[src/rtl/led_status_ctrl.sv]
// led_status_ctrl: per-LED display-mode sequencer for registered indicator cells.
// Holds one display mode per LED, written over a valid/ready port. A shared
// prescaler produces a tick strobe and a 3-bit blink phase counter. Each LED
// gets one registered data bit, so the indicator cells need no timing logic.
// Optional feature: define LED_CTRL_DIM_EN to enable mode 5 (DIM, 25 % PWM).

// Per-LED lane: stored mode, one-shot pulse counter and registered LED bit.
module led_lane #(
  parameter int PulseTicks = 8
) (
  input  logic       clk_i,
  input  logic       rst_ni,
  input  logic       wr_i,      // accepted write with a legal mode, for this lane
  input  logic [2:0] wr_mode_i,
  input  logic       tick_i,
  input  logic       slow_i,    // slow blink phase
  input  logic       fast_i,    // fast blink phase
`ifdef LED_CTRL_DIM_EN
  input  logic       dim_i,     // 25 % duty PWM phase
`endif
  output logic       busy_o,
  output logic       led_o
);

  localparam logic [2:0] MOFF   = 3'd0;
  localparam logic [2:0] MON    = 3'd1;
  localparam logic [2:0] MSLOW  = 3'd2;
  localparam logic [2:0] MFAST  = 3'd3;
  localparam logic [2:0] MPULSE = 3'd4;
`ifdef LED_CTRL_DIM_EN
  localparam logic [2:0] MDIM   = 3'd5;
`endif

  logic [2:0] mode_q;
  logic [7:0] pcnt_q;
  logic       led_d;
  logic       led_q;

  // Mode and pulse counter; a write on the same cycle as a tick takes priority.
  always_ff @(posedge clk_i or negedge rst_ni) begin
    if (!rst_ni) begin
      mode_q <= MOFF;
      pcnt_q <= 8'd0;
    end else if (wr_i) begin
      mode_q <= wr_mode_i;
      pcnt_q <= (wr_mode_i == MPULSE) ? 8'(PulseTicks) : 8'd0;
    end else if (tick_i && (pcnt_q != 8'd0)) begin
      if (pcnt_q == 8'd1) begin
        mode_q <= MOFF;
        pcnt_q <= 8'd0;
      end else begin
        pcnt_q <= pcnt_q - 8'd1;
      end
    end
  end

  // Decode the current mode into the next LED value.
  always_comb begin
    led_d = 1'b0;
    case (mode_q)
      MON:    led_d = 1'b1;
      MSLOW:  led_d = slow_i;
      MFAST:  led_d = fast_i;
      MPULSE: led_d = 1'b1;
`ifdef LED_CTRL_DIM_EN
      MDIM:   led_d = dim_i;
`endif
      default: led_d = 1'b0;
    endcase
  end

  // Registered LED bit feeding the indicator cell.
  always_ff @(posedge clk_i or negedge rst_ni) begin
    if (!rst_ni) led_q <= 1'b0;
    else         led_q <= led_d;
  end

  assign busy_o = (pcnt_q != 8'd0);
  assign led_o  = led_q;

endmodule

// Top: prescaler, blink phase counter, handshake and the lane array.
module led_status_ctrl #(
  parameter int NumLeds       = 4,
  parameter int PrescaleWidth = 8,
  parameter int PulseTicks    = 8,
  localparam int IdxW         = $clog2(NumLeds)
) (
  input  logic               clk_i,
  input  logic               rst_ni,
  input  logic               cfg_valid_i,
  output logic               cfg_ready_o,
  input  logic [IdxW-1:0]    cfg_idx_i,
  input  logic [2:0]         cfg_mode_i,
  output logic               tick_o,
  output logic [NumLeds-1:0] pulse_busy_o,
  output logic [NumLeds-1:0] led_o
);

  typedef struct packed {
    logic            valid;
    logic [IdxW-1:0] idx;
    logic [2:0]      mode;
  } cfg_req_t;

  cfg_req_t                 req;
  logic [PrescaleWidth-1:0] presc_q;
  logic [2:0]               tick_cnt_q;
  logic                     idx_ok;
  logic                     mode_ok;
  logic                     accept;
  logic [NumLeds-1:0]       wr_en;

  assign req = '{valid: cfg_valid_i, idx: cfg_idx_i, mode: cfg_mode_i};

  assign tick_o = (presc_q == {PrescaleWidth{1'b1}});

  // Free-running prescaler.
  always_ff @(posedge clk_i or negedge rst_ni) begin
    if (!rst_ni) presc_q <= '0;
    else         presc_q <= presc_q + PrescaleWidth'(1);
  end

  // Blink phase counter shared by all lanes so they stay phase-aligned.
  always_ff @(posedge clk_i or negedge rst_ni) begin
    if (!rst_ni)     tick_cnt_q <= 3'd0;
    else if (tick_o) tick_cnt_q <= tick_cnt_q + 3'd1;
  end

  // Handshake: only abort (OFF) or retrigger (PULSE) may interrupt a pulse.
  // Out-of-range indices are always ready and simply dropped.
  always_comb begin
    idx_ok      = (int'(req.idx) < NumLeds);
    cfg_ready_o = 1'b1;
    if (idx_ok && pulse_busy_o[req.idx] && (req.mode != 3'd0) && (req.mode != 3'd4))
      cfg_ready_o = 1'b0;
  end

  // Reserved modes complete the handshake but leave the lane untouched.
`ifdef LED_CTRL_DIM_EN
  assign mode_ok = (req.mode <= 3'd5);
`else
  assign mode_ok = (req.mode <= 3'd4);
`endif

  assign accept = req.valid && cfg_ready_o && idx_ok && mode_ok;

`ifdef LED_CTRL_DIM_EN
  logic dim_phase;
  assign dim_phase = (presc_q[PrescaleWidth-1 -: 2] == 2'b00);
`endif

  for (genvar i = 0; i < NumLeds; i++) begin : g_lane
    assign wr_en[i] = accept && (int'(req.idx) == i);

    led_lane #(
      .PulseTicks (PulseTicks)
    ) u_lane (
      .clk_i     (clk_i),
      .rst_ni    (rst_ni),
      .wr_i      (wr_en[i]),
      .wr_mode_i (req.mode),
      .tick_i    (tick_o),
      .slow_i    (tick_cnt_q[2]),
      .fast_i    (tick_cnt_q[0]),
`ifdef LED_CTRL_DIM_EN
      .dim_i     (dim_phase),
`endif
      .busy_o    (pulse_busy_o[i]),
      .led_o     (led_o[i])
    );
  end

endmodule

[config.mk]
export PLATFORM = sky130hd
export DESIGN_NAME = led_status_ctrl
export DESIGN_NICKNAME = d
export VERILOG_FILES = /design/src/rtl/led_status_ctrl.sv
export SDC_FILE = /design/constraint.sdc
export NUM_CORES = 1
export LEC_CHECK = 0
export ABC_CLOCK_PERIOD_IN_PS = 5700
export CAP_MARGIN = 20
export CORE_MARGIN = 2
export CORE_UTILIZATION = 50
export CTS_CLUSTER_SIZE = 8
export DETAILED_ROUTE_END_ITERATION = 8
export GPL_TIMING_DRIVEN = 0
export PLACE_DENSITY = 0.68
export SLEW_MARGIN = 5
export SYNTH_ARGS = -nofsm -noshare
export SYNTH_HDL_FRONTEND = slang
export SYNTH_SLANG_ARGS = --single-unit
[constraint.sdc]
create_clock -name clk_i -period 5.7 [get_ports clk_i]
set_input_delay 1.425 -clock clk_i [delete_from_list [all_inputs] [get_ports clk_i]]
set_output_delay 1.425 -clock clk_i [all_outputs]
set_load 0.05 [all_outputs]
== After elaboration in Yosys (flattened, before gate mapping) ==
Index checks and enable logic that the tools add are counted.
Storage, ports and cells
  flip-flop bits (word level): 59
  logic and storage cells: 114
Cells by class
  add/subtract/negate cells: 6
  mux-type cells: 32
  order comparisons: 2
  reductions and logical operators: 34
  equal/unequal tests: 26
Operators by type and width (number)
  8-bit 2-to-1 mux: 12
  3-bit 2-to-1 mux: 12
  8-bit by 1-bit == test with 1-bit output, second input constant: 4
  8-bit nonzero test: 4
  8-bit by 1-bit subtractor with 8-bit output, second input constant: 4
  3-bit by 2-bit == test with 1-bit output, second input constant: 8
  2-bit nonzero test: 8
  3-bit == test, second input constant: 5
  3-bit by 1-bit == test with 1-bit output, second input constant: 4
  1-bit logical AND: 12
  1-bit case mux with 3 select lines: 4
  8-bit by 1-bit adder with 8-bit output, second input constant: 1
  8-bit == test, second input constant: 1
  2-bit AND reduction: 4
  2-bit OR reduction: 4
  2-bit == test, second input constant: 2
  4-bit 2-to-1 mux: 1
  3-bit by 1-bit adder with 3-bit output, second input constant: 1
  3-bit less-or-equal comparator, second input constant: 1
  2-bit by 3-bit less-than comparator with 1-bit output, second input constant: 1
  3-bit != test, second input constant: 1
  3-bit nonzero test: 1
  1-bit binary-select mux with 2-bit select: 1
  2-bit by 1-bit == test with 1-bit output, second input constant: 1
  2 further kinds: 3

== Longest topological paths before layout ==
  depth after elaboration: 11
  mapped depth: 8
  gate-level depth less buffers: 7

== Hierarchy ==
A second synthesis with hierarchy kept.
Second synthesis, totals
  cells, all modules: 321
  area, all modules: 3337.0 um^2
By module, submodules not included
  led_lane: sequential area each 300.3 um^2, cells an instance 68, times used 4, area an instance 696.9 um^2
  led_status_ctrl: sequential area each 275.3 um^2, cells an instance 49, times used 1, area an instance 549.3 um^2

== Worst setup path before layout ==
OpenSTA, ideal clock, no wires.
  path kind: input port to output port
  start: in cfg_idx_i[0]
  end: out cfg_ready_o
  required time: 4.275 ns
  cell stages on the path: 3
  path slack: 1.762 ns
  data arrival time: 2.513 ns
  cell sequence: clkbuf_1 -> mux4_2 -> nand2_1
Between the ends
  longest elaborated chain between the ends: 5
Ends and longest elaborated chain
  start, declared: RTL line 94  | input logic [IdxW-1:0] cfg_idx_i,
  1-bit binary-select mux with 2-bit select: RTL line 136  | if (idx_ok && pulse_busy_o[req.idx] && (req.mode != 3'd0) && (req.mode != 3'd4))
  1-bit 2-to-1 mux (not written as such): RTL line 136
  1-bit logical AND (2 in a row): RTL line 136
  1-bit 2-to-1 mux: RTL line 136
  end, declared: RTL line 93  | output logic cfg_ready_o,
Every way passes these cells. The select of a mux whose other input is x is not followed.

== Worst setup path after layout ==
Same ends and word-level chain as after synthesis.

==> results.json <==
{
  "status": "complete, no violations",
  "crit_required_ns": 4.28,
  "hold_viol_final": 0,
  "path_clk_slew_ns": 0.07,
  "drive_above_1_share": 0.120,
  "die_w_um": 86.4,
  "synth_edf_count": 0,
  "rsz0062_at_grt": "false",
  "avgSynthCellArea_um2": 9.79,
  "cts_sinks": 59,
  "nets": 393,
  "drcViolationCount": 0,
  "vias": 2744,
  "rrSetupSlack_ns": 3.42,
  "slowest_stage": "clkdlybuf4s50_1",
  "crit_chain": "clkbuf_1 > mux4_2 > nand2_1 > clkdlybuf4s50_1",
  "postCtsHoldBufs": 0,
  "synth_top_family_by_area": "compound AO/OA/AOI/OAI gates",
  "critPathMaxStageDelay_ns": 0.80,
  "relSlewSlack": 0.500,
  "via_per_inst": 6.02,
  "ios": 18,
  "yosys.area_share.simple": 0.193,
  "cts_setup_buffers": 0,
  "dieArea_um2": 7470,
  "initial_core_util": 0.508,
  "muxShareOfSynthArea": 0.0184,
  "synth_fp_nets": 369,
  "fin_crit_sh": 0.805,
  "first_global_vias": 2613,
  "synth_compound_area_frac": 0.220,
  "place_congestion": 0.856,
  "grt_usage": 0.217,
  "drt_iter0_drc": 153,
  "fmax_ghz": 0.218,
  "holdPathStages": 1,
  "max_slew.worst_pin.slew_ns": 0.751,
  "dp_hpwl_mm": 5.05,
  "core_um2": 6680,
  "ant_nets": 0,
  "cap_violations": 0,
  "h-tree-depth": 3,
  "grt_max_degree": 60,
  "synth_cell_type_count": 60,
  "ys_seq_area_frac": 0.435,
  "wl_per_cell_um": 16.3,
  "drt_first_pass_iters": 4,
  "dp.cells": 440,
  "numCtsBuffers": 9,
  "cts_tree": "built",
  "finalMaxSlewViolations": 0,
  "rows": 30,
  "synth-adder-area-share": 0.0516,
  "synthToLayoutAreaGrowth_pct": 12.9,
  "layout_common_cells": "dfrtp_1, nand2_1, nor2_1",
  "die_h_um": 86.4,
  "grt_pass1_wl_mm": 12.6,
  "setup_violations": 0,
  "port_buffers": 13,
  "reg2regPathDepth": 8,
  "synth_xor_area_frac": 0.0310,
  "clockBufferDepth": 2,
  "mostFrequentLayoutCell": "dfrtp_1",
  "ys_ff_latch": 59,
  "final_cells": 456,
  "min_period_ns": 4.59,
  "worstHoldPathType": "reg2reg",
  "leakage_nw": 1.74,
  "yosysWarnings": 0,
  "antenna_found_initial": 0,
  "overflow": 0,
  "synth_ff_type": "dfrtp_1",
  "ir_drop_mv": 0.259,
  "netlist_instances": 347,
  "power_density_nw_per_um2": 392,
  "crit_path_end_kind": "output port",
  "crit_arrival_ns": 3.16,
  "syn-cell-area_um2": 3400,
  "insertion_delay_ns": 0.35,
  "fin_skew_ns": 0.0166,
  "placed_area_um2": 3620,
  "routed_wl_mm": 7.42,
  "async_flop_share": 1.00,
  "fin_area_um2": 3830,
  "n_antenna_cell": 0,
  "crit_path_start_kind": "input pin",
  "critPathMaxFanout": 8,
  "finalSetupTns_ns": 0,
  "post_cts_resized": 0,
  "root_buffer": "clkbuf_8",
  "critical_path_class": "in2out"
}
==> per-layer routing <==
| metal | part of all wire | GRT usage | wire, µm |
|---|---|---|---|
| met5 | 0 | 0 | 0 |
| met4 | 0.025 | 0.114 | 188 |
| met1 | 0.48 | 0.289 | 3550 |
| met3 | 0.029 | 0.0400 | 214 |
| met2 | 0.47 | 0.337 | 3460 |
==> per-stage QoR <==
step	utilization	total power, mW	setup slack (ns)	hold WS, ns
floorplan	-	0.959	1.76	0.437
global placement	0.543	1.08	1.10	0.463
detailed placement	0.542	1.09	1.09	0.467
CTS	0.574	1.51	1.09	0.481
global route	0.574	1.60	1.01	0.506
finish	0.574	1.50	1.11	0.471
==> final timing paths <==
path,from,end
setup / recovery,cfg_idx_i[0],cfg_ready_o
hold / removal,presc_q[0],presc_q[0]
setup reg to reg,g_lane[1].u_lane.pcnt_q[0],g_lane[1].u_lane.pcnt_q[5]
hold reg to reg,presc_q[0],presc_q[0]
max in group asynchronous,rst_ni,g_lane[0].u_lane.pcnt_q[6]
min in group asynchronous,rst_ni,g_lane[1].u_lane.pcnt_q[7]
==> flip-flops by register name (all words and copies together) (netlist names) <==
register,count
g_lane.u_lane.led_o,4
g_lane.u_lane.mode_q,12
g_lane.u_lane.pcnt_q,32
presc_q,8
tick_cnt_q,3
==> logic make-up (layout without fill, tap and decap cells) <==
group / Yosys count / after routing
compound gates: 103 / 103
fa+ha+maj: 14 / 14
mux: 5 / 5
buf+inv: 33 / 62
simple gates: 121 / 121
xor+xnor: 12 / 12
flops: 59 / 59
==> where the power goes <==
group	total [mW]	leakage [nW]	switching, mW	internal, mW
clock	0.417	0.103	0.172	0.245
combinational	0.497	0.902	0.283	0.214
sequential	0.589	0.733	0.0844	0.505
total	1.50	1.74	0.539	0.964
==> synth_stat cells, types with 6 or more instances <==
cell type,instances,area [µm²]
buf_4,8,60.1
dfrtp_1,59,1480
buf_2,6,30.0
ha_1,14,175
o21ai_0,17,85.1
nor2_1,22,82.6
o2bb2ai_1,7,61.3
nor3_1,12,60.1
nand2b_1,7,43.8
o31ai_1,6,45.0
xnor2_1,10,87.6
inv_1,14,52.6
o22a_1,6,52.6
and3_1,7,43.8
nand2_1,32,120
a21oi_1,19,95.1
nand3_1,8,40.0
a22o_1,12,105
==> final cells by class <==
class | instances | area, µm²
Sequential cell | 59 | 1480
Timing Repair Buffer | 13 | 128
Fill cell | 608 | 2850
Tap cell | 80 | 100
Buffer | 18 | 105
Multi-Input combinational cell | 255 | 1750
Clock buffer | 11 | 131
Clock inverter | 5 | 77.6
Inverter | 15 | 68.8
==> worst max-delay path, delay by kind of cell <==
family,cells,cell delay (ns)
buffers and inverters,2,1.09
muxes,1,0.54
and+or+nand+nor,1,0.10
Power figures use the tool's default switching activity.
